==> src/rtl/uart_pkg.sv <==
// uart_pkg: UART state encoding and default constants, shared by the receiver and the transmitter
`timescale 1ns/1ps
package uart_pkg;
  typedef enum logic [1:0] {IDLE = 2'd0, START = 2'd1, DATA = 2'd2, STOP = 2'd3} uart_state_e;
  localparam int OS_TICKS_DEF  = 16;
  localparam int DATA_BITS_DEF = 8;
  localparam int DVSR_115200   = 53;
endpackage

==> src/rtl/uart_baud_tick.sv <==
// uart_baud_tick: oversample tick generator, one-clk tick every dvsr+1 clk
// ports: clk, reset (sync, active-high), dvsr (divisor), tick (strobe)
`timescale 1ns/1ps
module uart_baud_tick #(
  parameter int DVSR_W = 11
) (
  input  logic              clk,
  input  logic              reset,
  input  logic [DVSR_W-1:0] dvsr,
  output logic              tick
);
  logic [DVSR_W-1:0] cnt_q, cnt_d, lim_q, lim_d;
  // the divisor is latched at each wrap so a change never strands the counter past its limit
  always_comb begin
    tick  = cnt_q == lim_q;
    cnt_d = tick ? '0 : cnt_q + 1'b1;
    lim_d = tick ? dvsr : lim_q;
  end
  always_ff @(posedge clk) begin
    if (reset) begin
      cnt_q <= '0;
      lim_q <= dvsr;
    end else begin
      cnt_q <= cnt_d;
      lim_q <= lim_d;
    end
  end
endmodule

==> src/rtl/uart_rx_core.sv <==
// uart_rx_core: 16x oversampling UART receiver with one-deep valid/ready output register
// ports: clk, reset (sync, active-high), dvsr, rx (async serial in), rx_data/rx_valid/rx_ready
//        (output handshake), frame_err and overrun (one-clk error pulses)
`timescale 1ns/1ps
module uart_rx_core
  import uart_pkg::*;
#(
  parameter int DATA_BITS = DATA_BITS_DEF,
  parameter int DVSR_W    = 11,
  parameter int OS_TICKS  = OS_TICKS_DEF
) (
  input  logic                 clk,
  input  logic                 reset,
  input  logic [DVSR_W-1:0]    dvsr,
  input  logic                 rx,
  output logic [DATA_BITS-1:0] rx_data,
  output logic                 rx_valid,
  input  logic                 rx_ready,
  output logic                 frame_err,
  output logic                 overrun
);
  localparam int SW = $clog2(OS_TICKS);
  localparam int NW = $clog2(DATA_BITS);
  localparam logic [SW-1:0] S_MID = SW'(OS_TICKS / 2 - 1);
  localparam logic [SW-1:0] S_END = SW'(OS_TICKS - 1);
  localparam logic [NW-1:0] N_END = NW'(DATA_BITS - 1);
  uart_state_e          state_q;
  logic                 sync1_q, rx_s_q, armed_q, done_q, tick;
  logic [1:0]           live_q;
  logic [SW-1:0]        s_cnt_q;
  logic [NW-1:0]        n_cnt_q;
  logic [DATA_BITS-1:0] sh_q, rx_data_q;
  logic                 rx_valid_q, frame_err_q, overrun_q;
  uart_baud_tick #(.DVSR_W(DVSR_W)) u_tick (
    .clk   (clk),
    .reset (reset),
    .dvsr  (dvsr),
    .tick  (tick)
  );
  assign rx_data   = rx_data_q;
  assign rx_valid  = rx_valid_q;
  assign frame_err = frame_err_q;
  assign overrun   = overrun_q;
  // live_q marks when rx_s_q reflects the line rather than the synchronizer reset value;
  // armed_q requires a genuine high before a falling edge counts, so a held-low line
  // (break, or reset mid-frame) never starts a new frame
  always_ff @(posedge clk) begin
    if (reset) begin
      sync1_q     <= 1'b1;
      rx_s_q      <= 1'b1;
      live_q      <= '0;
      armed_q     <= 1'b0;
      state_q     <= IDLE;
      s_cnt_q     <= '0;
      n_cnt_q     <= '0;
      sh_q        <= '0;
      done_q      <= 1'b0;
      rx_data_q   <= '0;
      rx_valid_q  <= 1'b0;
      frame_err_q <= 1'b0;
      overrun_q   <= 1'b0;
    end else begin
      sync1_q     <= rx;
      rx_s_q      <= sync1_q;
      live_q      <= {live_q[0], 1'b1};
      done_q      <= 1'b0;
      frame_err_q <= 1'b0;
      overrun_q   <= 1'b0;
      case (state_q)
        IDLE:
          if (!rx_s_q && armed_q) begin
            state_q <= START;
            s_cnt_q <= '0;
            armed_q <= 1'b0;
          end else if (rx_s_q && live_q[1]) armed_q <= 1'b1;
        START:
          if (tick) begin
            if (s_cnt_q == S_MID) begin
              state_q <= rx_s_q ? IDLE : DATA;
              s_cnt_q <= '0;
              n_cnt_q <= '0;
            end else s_cnt_q <= s_cnt_q + 1'b1;
          end
        DATA:
          if (tick) begin
            if (s_cnt_q == S_END) begin
              s_cnt_q <= '0;
              sh_q    <= {rx_s_q, sh_q[DATA_BITS-1:1]};
              n_cnt_q <= n_cnt_q + 1'b1;
              if (n_cnt_q == N_END) state_q <= STOP;
            end else s_cnt_q <= s_cnt_q + 1'b1;
          end
        STOP:
          if (tick) begin
            if (s_cnt_q == S_END) begin
              state_q     <= IDLE;
              done_q      <= rx_s_q;
              frame_err_q <= !rx_s_q;
            end else s_cnt_q <= s_cnt_q + 1'b1;
          end
      endcase
      if (done_q && (!rx_valid_q || rx_ready)) begin
        rx_data_q  <= sh_q;
        rx_valid_q <= 1'b1;
      end else if (done_q) overrun_q <= 1'b1;
      else if (rx_valid_q && rx_ready) rx_valid_q <= 1'b0;
    end
  end
endmodule

==> config.mk <==
export PLATFORM = sky130hd
export DESIGN_NAME = uart_rx_core
export DESIGN_NICKNAME = d
export VERILOG_FILES = /design/src/rtl/uart_pkg.sv /design/src/rtl/uart_baud_tick.sv /design/src/rtl/uart_rx_core.sv
export SDC_FILE = /design/constraint.sdc
export NUM_CORES = 1
export LEC_CHECK = 0
export BUFFER_PORTS_ARGS = -buffer_cell sky130_fd_sc_hd__buf_2
export CELL_PAD_IN_SITES_DETAIL_PLACEMENT = 1
export CELL_PAD_IN_SITES_GLOBAL_PLACEMENT = 1
export CORE_UTILIZATION = 40
export CTS_CLUSTER_DIAMETER = 100
export CTS_CLUSTER_SIZE = 10
export DETAILED_ROUTE_END_ITERATION = 8
export PLACE_DENSITY_LB_ADDON = 0.3
export SLEW_MARGIN = 10
export SYNTH_ARGS = -nofsm -noshare
export SYNTH_HDL_FRONTEND = slang
export SYNTH_SLANG_ARGS = --single-unit
==> constraint.sdc <==
create_clock -name clk -period 2.1 [get_ports clk]
set_clock_uncertainty 0.2 [all_clocks]
set_input_delay 0.315 -clock clk [delete_from_list [all_inputs] [get_ports clk]]
set_output_delay 0.315 -clock clk [all_outputs]
set_load 0.02 [all_outputs]
# Word level (Yosys, flattened, before mapping)

Cells that the tools add are included.

Add/subtract/negate cells: 3
Multiply operators: 0
Div/mod/pow operators: 0
$lt $le $gt $ge: 0
Equality and inequality tests: 17
Shifts and indexed selects: 0
Multiplexer cells: 32
Bitwise logic cells: 3
Reductions and logical operators: 21

Operators with widths:

| operator              | number |
|---|---|
| $mux 4                | 7 |
| $mux 11               | 2 |
| $mux 2                | 9 |
| $ne 2x2->1 const B    | 9 |
| $pmux 4 s4            | 1 |
| $mux 3                | 4 |
| $add 11x1->11 const B | 1 |
| $eq 11x11->1          | 1 |
| $reduce_and 5->1      | 2 |
| $pmux 2 s4            | 1 |
| $reduce_and 8->1      | 1 |
| $reduce_bool 2->1     | 4 |
| $mux 1                | 7 |
| $pmux 3 s2            | 1 |
| $add 4x1->4 const B   | 1 |
| $eq 2x2->1 const B    | 2 |
| $eq 4x3->1 const B    | 1 |
| $eq 4x4->1 const B    | 1 |
| $logic_and 1x1->1     | 4 |
| $reduce_and 2->1      | 2 |
| $reduce_or 2->1       | 2 |
| $reduce_or 4->1       | 1 |
| $add 3x1->3 const B   | 1 |
| $eq 3x3->1 const B    | 1 |
| other kinds (7)       | 10 |

Flip-flop bits (word level): 56
Latch bits: 0
Bits in writable memories: 0
Memory bits (read-only): 0
Bits of input ports: 15
Output and inout port bits: 11
Memories: 0

# Depth between registers and ports, before layout

Gate-level depths: netlist of the first run.

Depth after elaboration: 5
Depth in mapped cells: 7
Depth with buffers taken out: 7

# Modules after synthesis

A second synthesis of the first run with hierarchy kept.

Cells, all modules: 222
Area, all modules: 2332.2 sq um

Modules (own cells, without submodules):

| module         | times used | cells each | area an instance (sq um) |
|---|---|---|---|
| uart_rx_core   | 1          | 143        | 1388.8 |
| uart_baud_tick | 1          | 79         | 943.4 |

# Least setup slack after synthesis of the first run

OpenSTA, ideal clock, no wires.

Kind: reg-to-reg
Start point: reg s_cnt_q[0]
End point: reg sh_q[0]
Library setup time: 116 ps
Arrival time: 1693 ps
Path slack: 92 ps
Cell stages (with the launch flop): 8
Path buffers: 1
Period minus slack after synthesis: 2008 ps
Path through: dfxtp_1 ha_1 and2_2 nor3b_1 nand4_2 or2_0 buf_6 a31o_1

Cells in the longest elaborated chain, start to end: 2

RTL lines:

| what                       | line               | RTL |
|---|---|---|
| start, declared            | uart_rx_core.sv:30 | `logic [SW-1:0] s_cnt_q;` |
| start signal, assigned     | uart_rx_core.sv:82 | `end else s_cnt_q <= s_cnt_q + 1'b1;` |
| start signal, assigned     | uart_rx_core.sv:91 | `end else s_cnt_q <= s_cnt_q + 1'b1;` |
| start signal, assigned     | uart_rx_core.sv:99 | `end else s_cnt_q <= s_cnt_q + 1'b1;` |
| $eq 4x4->1                 | uart_rx_core.sv:86 | `if (s_cnt_q == S_END) begin` |
| $reduce_and 3->1 (no line) | n/a                |  |
| end signal, assigned       | uart_rx_core.sv:88 | `sh_q <= {rx_s_q, sh_q[DATA_BITS-1:1]};` |
| end, declared              | uart_rx_core.sv:32 | `logic [DATA_BITS-1:0] sh_q, rx_data_q;` |

No other way between the ends.
A chain may end at the register's enable or synchronous reset.

# Worst setup path after layout of the first run

Start point: reg u_tick.cnt_q[8]
End point: reg s_cnt_q[1]

Cells in the longest elaborated chain, start to end: 3

RTL lines:

| what                           | line                 | RTL |
|---|---|---|
| start, declared                | uart_baud_tick.sv:12 | `logic [DVSR_W-1:0] cnt_q, cnt_d, lim_q, lim_d;` |
| start signal, assigned         | uart_baud_tick.sv:24 | `cnt_q <= cnt_d;` |
| $eq 11x11->1 (*)               | uart_baud_tick.sv:15 | `tick = cnt_q == lim_q;` |
| $ne 2x2->1 (no line)           | n/a                  |  |
| $reduce_and 5->1 (no line) (*) | n/a                  |  |

Mark *: on every way between the ends. The rest lies on a longest branch, timed or not.

==> results of run 1 <==
==> layout make-up <==
type | instances | area (um2)
multi-input combinational | 150 | 1030
timing repair buffer | 49 | 348
clock buffer | 5 | 68.8
inverter | 8 | 30.0
tap | 72 | 90.1
sequential | 56 | 1230
fill | 639 | 2720
clock inverter | 3 | 26.3
==> power by group through the flow <==
stage / Combinational, mW / Sequential [mW] / Clock, mW
after floorplan: 0.0573 / 1.15 / 0
after global placement: 0.0876 / 1.16 / 0
after detailed placement: 0.0911 / 1.16 / 0
after CTS: 0.109 / 1.13 / 0.639
after global routing: 0.122 / 1.14 / 0.673
final: 0.110 / 1.13 / 0.611
==> cell usage after synthesis, types with 2 or more instances <==
master / count
edfxtp_1: 11
xor2_1: 18
nor2b_1: 2
nand3_1: 15
o211ai_1: 5
buf_6: 2
mux2i_1: 15
nor2_1: 24
and3_1: 7
nand4_1: 2
dfxtp_1: 45
clkbuf_1: 5
or2_2: 3
nand2_1: 15
nor4_1: 4
o21ai_0: 3
o31ai_1: 2
inv_1: 8
xnor2_1: 2
a21oi_1: 6
nor3b_1: 2
ha_1: 4
==> cells by family after synthesis <==
group           after synthesis  share of synthesized area
compound gates               26                     0.0805
buf+inv                      16                     0.0329
flops                        56                      0.531
xor+xnor                     20                     0.0756
mux                          15                     0.0648
fa+ha+maj                     4                     0.0216
simple gates                 85                      0.193
==> stage by stage <==
stage               hold WS, ns  instance area [um2]  setup slack [ns]  power [mW]
CTS                       0.115                 2800            0.0399        1.88
finish                    0.126                 2820             0.127        1.85
global placement          0.201                 2580            0.0662        1.24
global route              0.128                 2820          -0.00304        1.93
detailed placement        0.198                 2580            0.0446        1.25
floorplan                 0.189                 2320            0.0916        1.21
==> worst max-delay path, cell delays in order, from the launching register on <==
cell and delay, ns:
dfxtp_1 0.38, xor2_1 0.20, nor4_2 0.38, and3_1 0.30
a21oi_1 0.14, a31o_2 0.26
==> worst max-delay path by stage <==
stage	end	slack, ns	cells past startpoint
after floorplan	sh_q[0]	0.09	7
after global placement	s_cnt_q[1]	0.07	5
after detailed placement	sh_q[6]	0.04	7
after CTS	sh_q[3]	0.04	7
after global routing	sh_q[6]	-0.003	7
final	s_cnt_q[1]	0.13	5
==> flip-flops by register name, indices dropped and copies added, names as in the netlist, named ones only <==
register and cells:
sh_q 8, state_q 1, rx_data 8, sync1_q 1, done_q 1, n_cnt_q 3
rx_valid 1, live_q 2, armed_q 1, rx_s_q 1, frame_err 1, u_tick.lim_q 11
u_tick.cnt_q 11, s_cnt_q 4, overrun 1
==> per-layer routing <==
| metal | routed length (um) | part of all wire | up-vias |
|---|---|---|---|
| li1 | - | - | 874 |
| met4 | 60 | 0.013 | 0 |
| met2 | 2480 | 0.52 | 26 |
| met1 | 2140 | 0.45 | 808 |
| met3 | 117 | 0.024 | 4 |
| met5 | 0 | 0 | - |
==> timing repair <==
| item | 4_1_cts | 5_1_grt |
|---|---|---|
| endpoints found under the setup margin | 0 | 24 |
| resized for setup | 0 | 6 |
| endpoints found under the hold margin | 12 | 0 |
| setup buffers | 0 | 1 |
| hold buffers | 12 | 0 |
==> summary.md, run 1 <==
| Metric | Value |
|---|---|
| Net Sw Frac | 0.236 |
| Final period utilization | 0.940 |
| HP Start | rx_ready |
| Synth area leader | dfxtp_1 |
| Row count | 27 |
| Hold WC Path Type | primary input to flop |
| PwrDens | around 660 nW/um2 |
| Nets | roughly 290 |
| Num CTS Buffers | 5 |
| Fin crit period | a little under 2 ns |
| Clock Latency Late Sink | 0.31 ns |
| Largest net degree at the start of global routing | 22 |
| Gate count of the mapped netlist | roughly 220 |
| Clk slew on worst S/H paths | 0.11 ns |
| Seq cells post-synth | 56 |
| Sink Count | between 50 and 60 |
| Total global routing overflow | 0 |
| Worst reg2reg path endpoint | s_cnt_q[1] |
| Clock power share | 0.330 |
| Die ar. | a little over 6000 um2 |
| WS Path Type | flop to flop |
| CP Max Fanout | 4 |
| RSZ-0062 raised after global routing | true |
| Syn Nets | approximately 240 |
| Fraction of layout cells with a size suffix above 1 | 0.225 |
| Mapped cell area | approximately 2300 um2 |
| Switch Pwr | between 0.4 and 0.5 mW |
| Most frequent cells in the layout | dfxtp_1, buf_2, nor2_1 |
| Port Buf Inserts | 25 |
| R2R Path Start | u_tick.cnt_q[8] |
| Final setup fails | 0 |
| Root Driver | clkbuf_8 |
| First-pass DRT Iterations | 4 |
| Synth unique cells | 44 |
| Crit path launch type | flop |
| DR WL/cell | around 14 um |
| Final Hold Violating Endpoints | 0 |
| Reg power frac | 0.611 |
| Worst EP required | between 2 and 2.5 ns |
| Final GP Congestion | around 0.77 |
| Met3 Use GR | 0.0349 |
| Logic pwr share | 0.060 |
| R2R setup slack | ~0.13 ns |
| LEAKAGE | 1.27 nW |
| Starting DRT DRC Count | 80 |
| Sequential element share of the synthesized area | 0.531 |
| Most common cell after layout, fill and taps aside | dfxtp_1 |
| Met2 GRT Util | 0.308 |
| All-Layer GR Usage | 0.172 |
| Routed Antenna Nets | 0 |
| Vias per cell | roughly 5 |
| Initial antenna violation count | 0 |
| Final cell count without fillers | 343 |
| Die width | 78.1 um |
| Ys async rst share | 0 |
| Met1 Use GR | 0.200 |
| Area Overhead vs Synth | 21.9% |
| Min-Delay Endpoint | overrun |
| Clk buf depth | 2 |
| Ys Warns | 0 |
| Max-slew headroom | 0.737 |
| I/O Pins | 26 |
| DRC | 0 |
| Max-cap violations | 0 |
| Worst slew pin tran | between 0.3 and 0.4 ns |
| Max VDD drop | around 540 uV |
| Post-detailed-placement half-perimeter wirelength | 3400 um |
| Top FF cell, synth | dfxtp_1 |
| Detailed Route WL | around 4800 um |
| Starting density of the core | 0.418 |
| Crit end category | flop |
| Status | finished, final reports clean |
| Reg2reg path depth | 5 |
| Worst Path Arrival | between 1.5 and 2 ns |
| Peak Freq | slightly above 500 MHz |
| Vias in the first global route | approximately 1800 |
| Core area | 5540 um2 |
| Syn Area/Cell | 10.4 um2 |
| Final Max Slew Viols | 0 |
| TritonCTS clock tree | yes |
| Post-synth top area share | 0.389 |
| Top cells by area, synth | dfxtp_1, edfxtp_1, xor2_1 |
| Via count | around 1700 |
| Core Util, Final | 0.510 |
| Placed Cells | around 320 |
| Setup tns final | 0 ns |
| Crit path launch | u_tick.cnt_q[8] |
| Post-synth EDFFs | 11 |
| P_int | 1.42 mW |
| Hold Path Cell Cnt | 3 |
| H-tree Lvls | 2 |
| First-pass GRT wire length | between 8000 and 9000 um |
| Global routing's busiest layer | met2 |
| Diodes inserted | 0 |
| DIE HEIGHT | 78.1 um |
No activity file was read; power rests on OpenSTA's default activity.
==> run 2, diff against run 1 <==
- CORE_UTILIZATION: 40 -> 35
==> run 2 against run 1 <==
Register-to-register slack better by 0.05 ns. Die area increased by 14%. Combinational power hardly changed. Largest power group unchanged. Global-route usage is 2.7 points lower. Cell area increased by 0.40%. Via count rose by 0.12%. Highest routed layer unchanged. Count of clock-buffer cells in the layout grew 1. First-iteration DRC count shrank 34%.
==> summary.md, run 2 (synthesized netlist as in run 1, its figures left out) <==
| Metric | Value |
|---|---|
| Die width | 83.4 um (+6.7%) |
| DIE HEIGHT | 83.4 um (+6.7%) |
| Cell area after placement | 2590 um2 (+0.24%) |
| Post-detailed-placement half-perimeter wirelength | 3310 um (-2.8%) |
| Core area | 6390 um2 (+15%) |
| Detailed Route WL | 4530 um (-5.6%) |
| Worst slew pin tran | 0.417 ns (+0.0235 ns) |
| Nets | 288 (-0.35%) |
| Via count | 1714 (+0.12%) |
| First-pass GRT wire length | 8110 um (+0.68%) |
| Vias in the first global route | 1809 (+3.0%) |
| Vias per cell | 4.94 (-1.0%) |
| Logic pwr share | 0.057 (-0.003) |
| All-Layer GR Usage | 0.146 (-0.0270) |
| R2R Path Start | s_cnt_q[1] |
| H-tree Lvls | 2 (unchanged) |
| Largest net degree at the start of global routing | 22 (unchanged) |
| Initial antenna violation count | 0 (unchanged) |
| Switch Pwr | 0.427 mW (-2.2%) |
| P_int | 1.48 mW (+4.6%) |
| Reg power frac | 0.593 (-0.018) |
| Clock Latency Late Sink | 0.31 ns (about the same) |
| First-pass DRT Iterations | 4 (unchanged) |
| CP Max Fanout | 5 (+1) |
| Filler cell count | 727 (+14%) |
| Final setup fails | 0 (unchanged) |
| Max-slew headroom | 0.721 (-0.0158) |
| Final Max Slew Viols | 0 (unchanged) |
| RSZ-0062 raised after global routing | false |
| Final GP Congestion | 0.770 (-0.53%) |
| Diodes inserted | 0 (unchanged) |
| Fraction of layout cells with a size suffix above 1 | 0.215 (-0.0103) |
| Sink Count | 56 (unchanged) |
| HP Start | rx_ready |
| Fin crit period | 1.93 ns (-0.0465 ns) |
| Status | finished, final reports clean |
| Worst EP required | 2.13 ns (+0.02 ns) |
| I/O Pins | 26 (unchanged) |
| Clk buf depth | 2 (unchanged) |
| Hold WC Path Type | primary input to flop |
| Clock power share | 0.350 (+0.020) |
| Crit path launch type | flop |
| Total global routing overflow | 0 (unchanged) |
| Routed Antenna Nets | 0 (unchanged) |
| Die ar. | 6950 um2 (+14%) |
| TritonCTS clock tree | yes |
| Worst reg2reg path endpoint | state_q[0] |
| Clk slew on worst S/H paths | 0.10 ns (about the same) |
| LEAKAGE | 1.27 nW (about the same) |
| Crit end category | flop |
| Most common cell after layout, fill and taps aside | dfxtp_1 |
| Row count | 29 (+7.4%) |
| Starting density of the core | 0.363 (-0.0554) |
| Most frequent cells in the layout | dfxtp_1, buf_2, nor2_1 |
| WS Path Type | flop to flop |
| DRC | 0 (unchanged) |
| Final period utilization | 0.918 (-0.0221) |
| Port Buf Inserts | 25 (unchanged) |
| Worst hold slack | 0.127 ns (+0.000480 ns) |
| Non-Filler Cell Area, Final | 2840 um2 (+0.40%) |
| Reg2reg path depth | 7 (+2) |
| Hold Path Cell Cnt | 4 (+1) |
| Root Driver | clkbuf_8 |
| Peak Freq | 519 MHz (+2.4%) |
| Final Hold Violating Endpoints | 0 (unchanged) |
| R2R setup slack | 0.17 ns (+0.05 ns) |
| Setup tns final | 0 ns (unchanged) |
| Area Overhead vs Synth | 22.4% |
| Starting DRT DRC Count | 53 (-34%) |
| Max VDD drop | 394 uV (-27%) |
| PwrDens | 674 nW/um2 (+2.6%) |
| Net Sw Frac | 0.224 (-0.0120) |
| Biggest regs | u_tick.cnt_q (11), u_tick.lim_q (11) |
| Num CTS Buffers | 5 (unchanged) |
| Worst Path Arrival | 1.95 ns (-0.03 ns) |
| DR WL/cell | 13.1 um (-6.7%) |
| Max-cap violations | 0 (unchanged) |
| Min-Delay Endpoint | rx_valid |
## run 2: cell types whose count changed in the layout (fill, tap and decap cells not counted), sizes merged
cell / before / now
clkinvlp: 0 / 1
clkinv: 1 / 0
inv: 10 / 9
clkbuf: 5 / 6
buf: 37 / 36
## run 2: final cells by class
| cell class | instances | area (um2) | area share |
|---|---|---|---|
| Tap cell | 77 | 96.3 | 0.0340 |
| Clock inverter | 2 | 16.3 | 0.00574 |
| Clock buffer | 6 | 93.8 | 0.0331 |
| Inverter | 8 | 30.0 | 0.0106 |
| Timing Repair Buffer | 48 | 340 | 0.120 |
| Sequential cell | 56 | 1230 | 0.434 |
| Multi-Input combinational cell | 150 | 1030 | 0.362 |
## run 2: through the flow
stage | setup WS [ns] | utilization | power (mW) | cells
2_1_floorplan | 0.0916 | - | 1.21 | 222
3_3_place_gp | 0.133 | 0.405 | 1.25 | 327
3_5_place_dp | 0.0875 | 0.405 | 1.25 | 327
4_1_cts | 0.0569 | 0.441 | 1.94 | 347
5_1_grt | 0.00436 | 0.444 | 2.00 | 347
6_report | 0.173 | 0.444 | 1.91 | 347
## run 2: power groups by stage
stage               combinational, mW  clock (mW)  sequential (mW)
floorplan                      0.0573           0             1.15
global placement               0.0894           0             1.16
detailed placement             0.0914           0             1.16
CTS                             0.109       0.698             1.13
global route                    0.122       0.744             1.14
finish                          0.109       0.669             1.13
## run 2: per-layer routing
metal | global-route usage | part of all wire
met5 | 0 | 0
met4 | 0.0470 | 0.011
met3 | 0.0338 | 0.031
met2 | 0.253 | 0.50
met1 | 0.177 | 0.45
## run 2: timing repair
item                       4_1_cts  5_1_grt
hold endpoints to repair        12        0
resized for setup                0        4
hold buffers                    12        0
buffers inserted                 0        0
setup endpoints to repair        0       23
## run 2: critical path, cell delays in order, from the launching register on
cell	delay (ns)
dfxtp_1	0.36
ha_1	0.18
and2_2	0.19
nor3b_2	0.18
nand4_2	0.12
or2_1	0.26
buf_4	0.15
o32ai_2	0.19
## run 2: worst max-delay path by stage
stage | start | end | slack, ns | cells past startpoint
floorplan | s_cnt_q[0] | sh_q[0] | 0.09 | 7
global placement | u_tick.lim_q[10] | s_cnt_q[1] | 0.13 | 5
detailed placement | s_cnt_q[0] | sh_q[4] | 0.09 | 7
CTS | u_tick.lim_q[10] | s_cnt_q[1] | 0.06 | 5
global route | s_cnt_q[1] | state_q[0] | 0.004 | 7
finish | s_cnt_q[1] | state_q[0] | 0.17 | 7
==> run 3, diff against run 2 <==
- CTS_CLUSTER_DIAMETER: 100 -> 30
- clock period: 2.1 -> 2.4 ns (I/O delays scaled with it)
==> run 3 against run 2 <==
Combinational power fell by 27%. Cell count is 3.5% lower. Clock power down 25%. Non-clock buffer count down 12. Register-to-register slack better by 0.11 ns. Power decreased by 18%. Global-route usage is 0.40 points lower.
==> summary.md, run 3 (synthesized netlist as in run 1, its figures left out) <==
| Metric | Value |
|---|---|
| Status | finished, final reports clean |
| Final setup fails | 0 (unchanged) |
| Initial antenna violation count | 0 (unchanged) |
| Hold Path Cell Cnt | 1 (-3) |
| Clk buf depth | 2 (unchanged) |
| Max VDD drop | 309 uV (-22%) |
| Total global routing overflow | 0 (unchanged) |
| Final period utilization | 0.882 (-0.0352) |
| Max-cap violations | 0 (unchanged) |
| HP Start | dvsr[1] |
| Area of the multi-input gates | 1010 um2 (-1.7%) |
| Biggest regs | u_tick.cnt_q (11), u_tick.lim_q (11) |
| DRC | 0 (unchanged) |
| Fin crit period | 2.12 ns (+0.191 ns) |
| Sink Count | 56 (unchanged) |
| Row count | 29 (unchanged) |
| RSZ-0062 raised after global routing | false |
| Vias per cell | 4.93 (-0.10%) |
| Root Driver | clkbuf_8 |
| Storage cell area | 1230 um2 (unchanged) |
| Reg2reg path depth | 5 (-2) |
| First-pass GRT wire length | 7760 um (-4.3%) |
| Worst Path Arrival | 1.92 ns (-0.03 ns) |
| Die width | 83.4 um (unchanged) |
| Placed Cells | 324 (-0.92%) |
| Final Hold Violating Endpoints | 0 (unchanged) |
| Port Buf Inserts | 25 (unchanged) |
| Final cell count without fillers | 335 (-3.5%) |
| Filler cell count | 732 (+0.69%) |
| I/O Pins | 26 (unchanged) |
| Core Util, Final | 0.418 (-0.0265) |
| DR WL/cell | 13.6 um (+4.1%) |
| Crit end category | flop |
| WS Path Type | flop to flop |
| Worst EP required | 2.20 ns (+0.07 ns) |
| Min-Delay Endpoint | u_tick.lim_q[1] |
| Peak Freq | 472 MHz (-9.0%) |
| Area Overhead vs Synth | 15.1% |
| DIE HEIGHT | 83.4 um (unchanged) |
| All-Layer GR Usage | 0.142 (-0.00401) |
| Vias in the first global route | 1668 (-7.8%) |
| Most frequent cells in the layout | dfxtp_1, buf_2, nor2_1 |
| Worst hold slack | 0.0210 ns (-0.106 ns) |
| Largest net degree at the start of global routing | 20 (-9.1%) |
| Post-detailed-placement half-perimeter wirelength | 3310 um (about the same) |
| LEAKAGE | 1.20 nW (-5.2%) |
| Routed Antenna Nets | 0 (unchanged) |
| Fraction of layout cells with a size suffix above 1 | 0.198 (-0.0171) |
| Num CTS Buffers | 5 (unchanged) |
| Slowest CP cell | nor4_1 |
| Clk slew on worst S/H paths | 0.10 ns (about the same) |
| Worst slew pin tran | 0.597 ns (+0.180 ns) |
| Final GP Congestion | 0.731 (-5.2%) |
| Nets | 276 (-4.2%) |
| Final Max Slew Viols | 0 (unchanged) |
| Crit path launch type | flop |
| CTS resizes | 0 (unchanged) |
| R2R Path Start | u_tick.lim_q[3] |
| Max-slew headroom | 0.599 (-0.122) |
| Critical-path cell list | xor2_1, nor4_1, nand3_1, nand2_1, buf_4 |
| Most common cell after layout, fill and taps aside | dfxtp_1 |
| TritonCTS clock tree | yes |
| Setup tns final | 0 ns (unchanged) |
| CP Max Fanout | 19 (+14) |
| Via count | 1653 (-3.6%) |
| Core area | 6390 um2 (unchanged) |
| Die ar. | 6950 um2 (unchanged) |
| Detailed Route WL | 4550 um (+0.46%) |
| Diodes inserted | 0 (unchanged) |
| First-pass DRT Iterations | 3 (-1) |
| CP delay by family, top | simple AND/OR/NAND/NOR gates |
| Crit path buf inv count | 1 (unchanged) |
| Clock Latency Late Sink | 0.31 ns (about the same) |
| H-tree Lvls | 2 (unchanged) |
| R2R setup slack | 0.28 ns (+0.11 ns) |
| CP max stage delay | 0.44 ns (+0.08 ns) |
| Starting density of the core | 0.363 (unchanged) |
| PwrDens | 590 nW/um2 (-12%) |
| Hold WC Path Type | primary input to flop |
| Starting DRT DRC Count | 64 (+21%) |
| Worst reg2reg path endpoint | u_tick.lim_q[9] |
## run 3: cell types whose count changed in the layout (fill, tap and decap cells not counted), moves of 2 or more
| cell | change |
|---|---|
| nor4_1 | +2 |
| nor4_2 | -2 |
| dlygate4sd3_1 | -9 |
| buf_4 | -2 |
## run 3: cell type report
type,count,share of cell area
timing repair buffer,36,0.0807
clock buffer,6,0.0272
multi-input combinational,150,0.379
sequential,56,0.462
clock inverter,2,0.00422
inverter,8,0.0113
tap,77,0.0361
## run 3: routing by layer
metal / track usage / wire length (um) / vias up
met5: 0 / 0 / -
met4: 0.0423 / 50 / 0
met3: 0.0417 / 152 / 5
met2: 0.232 / 2180 / 24
met1: 0.179 / 2170 / 776
li1: - / - / 848
## run 3: how the worst max path moves through the flow
stage / start / to / slack, ns / cells after the start
detailed placement: s_cnt_q[0] / sh_q[2] / 0.29 / 7
global placement: u_tick.lim_q[10] / u_tick.lim_q[7] / 0.32 / 5
finish: u_tick.lim_q[3] / u_tick.lim_q[9] / 0.28 / 5
floorplan: s_cnt_q[0] / sh_q[0] / 0.39 / 7
CTS: u_tick.lim_q[3] / u_tick.lim_q[5] / 0.27 / 5
global route: u_tick.cnt_q[3] / u_tick.cnt_q[4] / 0.11 / 7
## run 3: repair_timing
| item | CTS | global route |
|---|---|---|
| buffers inserted | 0 | 0 |
| endpoints found under the hold margin | 3 | 0 |
| setup endpoints to repair | 0 | 0 |
| hold buffers | 3 | 0 |
## run 3: metrics by stage
stage                     setup WS [ns]  power, mW  cell area (um2)
after floorplan                   0.392       1.06             2320
after global placement            0.316       1.09             2550
after detailed placement          0.292       1.09             2550
after CTS                         0.269       1.61             2670
after global routing              0.109       1.65             2670
final                             0.282       1.57             2670
## run 3: power by group
group	switching (mW)	total [mW]	internal (mW)
Sequential	0.0121	0.991	0.979
Combinational	0.0459	0.0793	0.0335
Clock	0.296	0.502	0.206
## run 3: worst register-to-register path: cells and delay by family (launching register included)
| kind | cells | cell delay (ns) |
|---|---|---|
| XOR/XNOR | 1 | 0.18 |
| buffers and inverters | 1 | 0.25 |
| flip-flops | 1 | 0.41 |
| AND/OR/NAND/NOR | 3 | 0.77 |
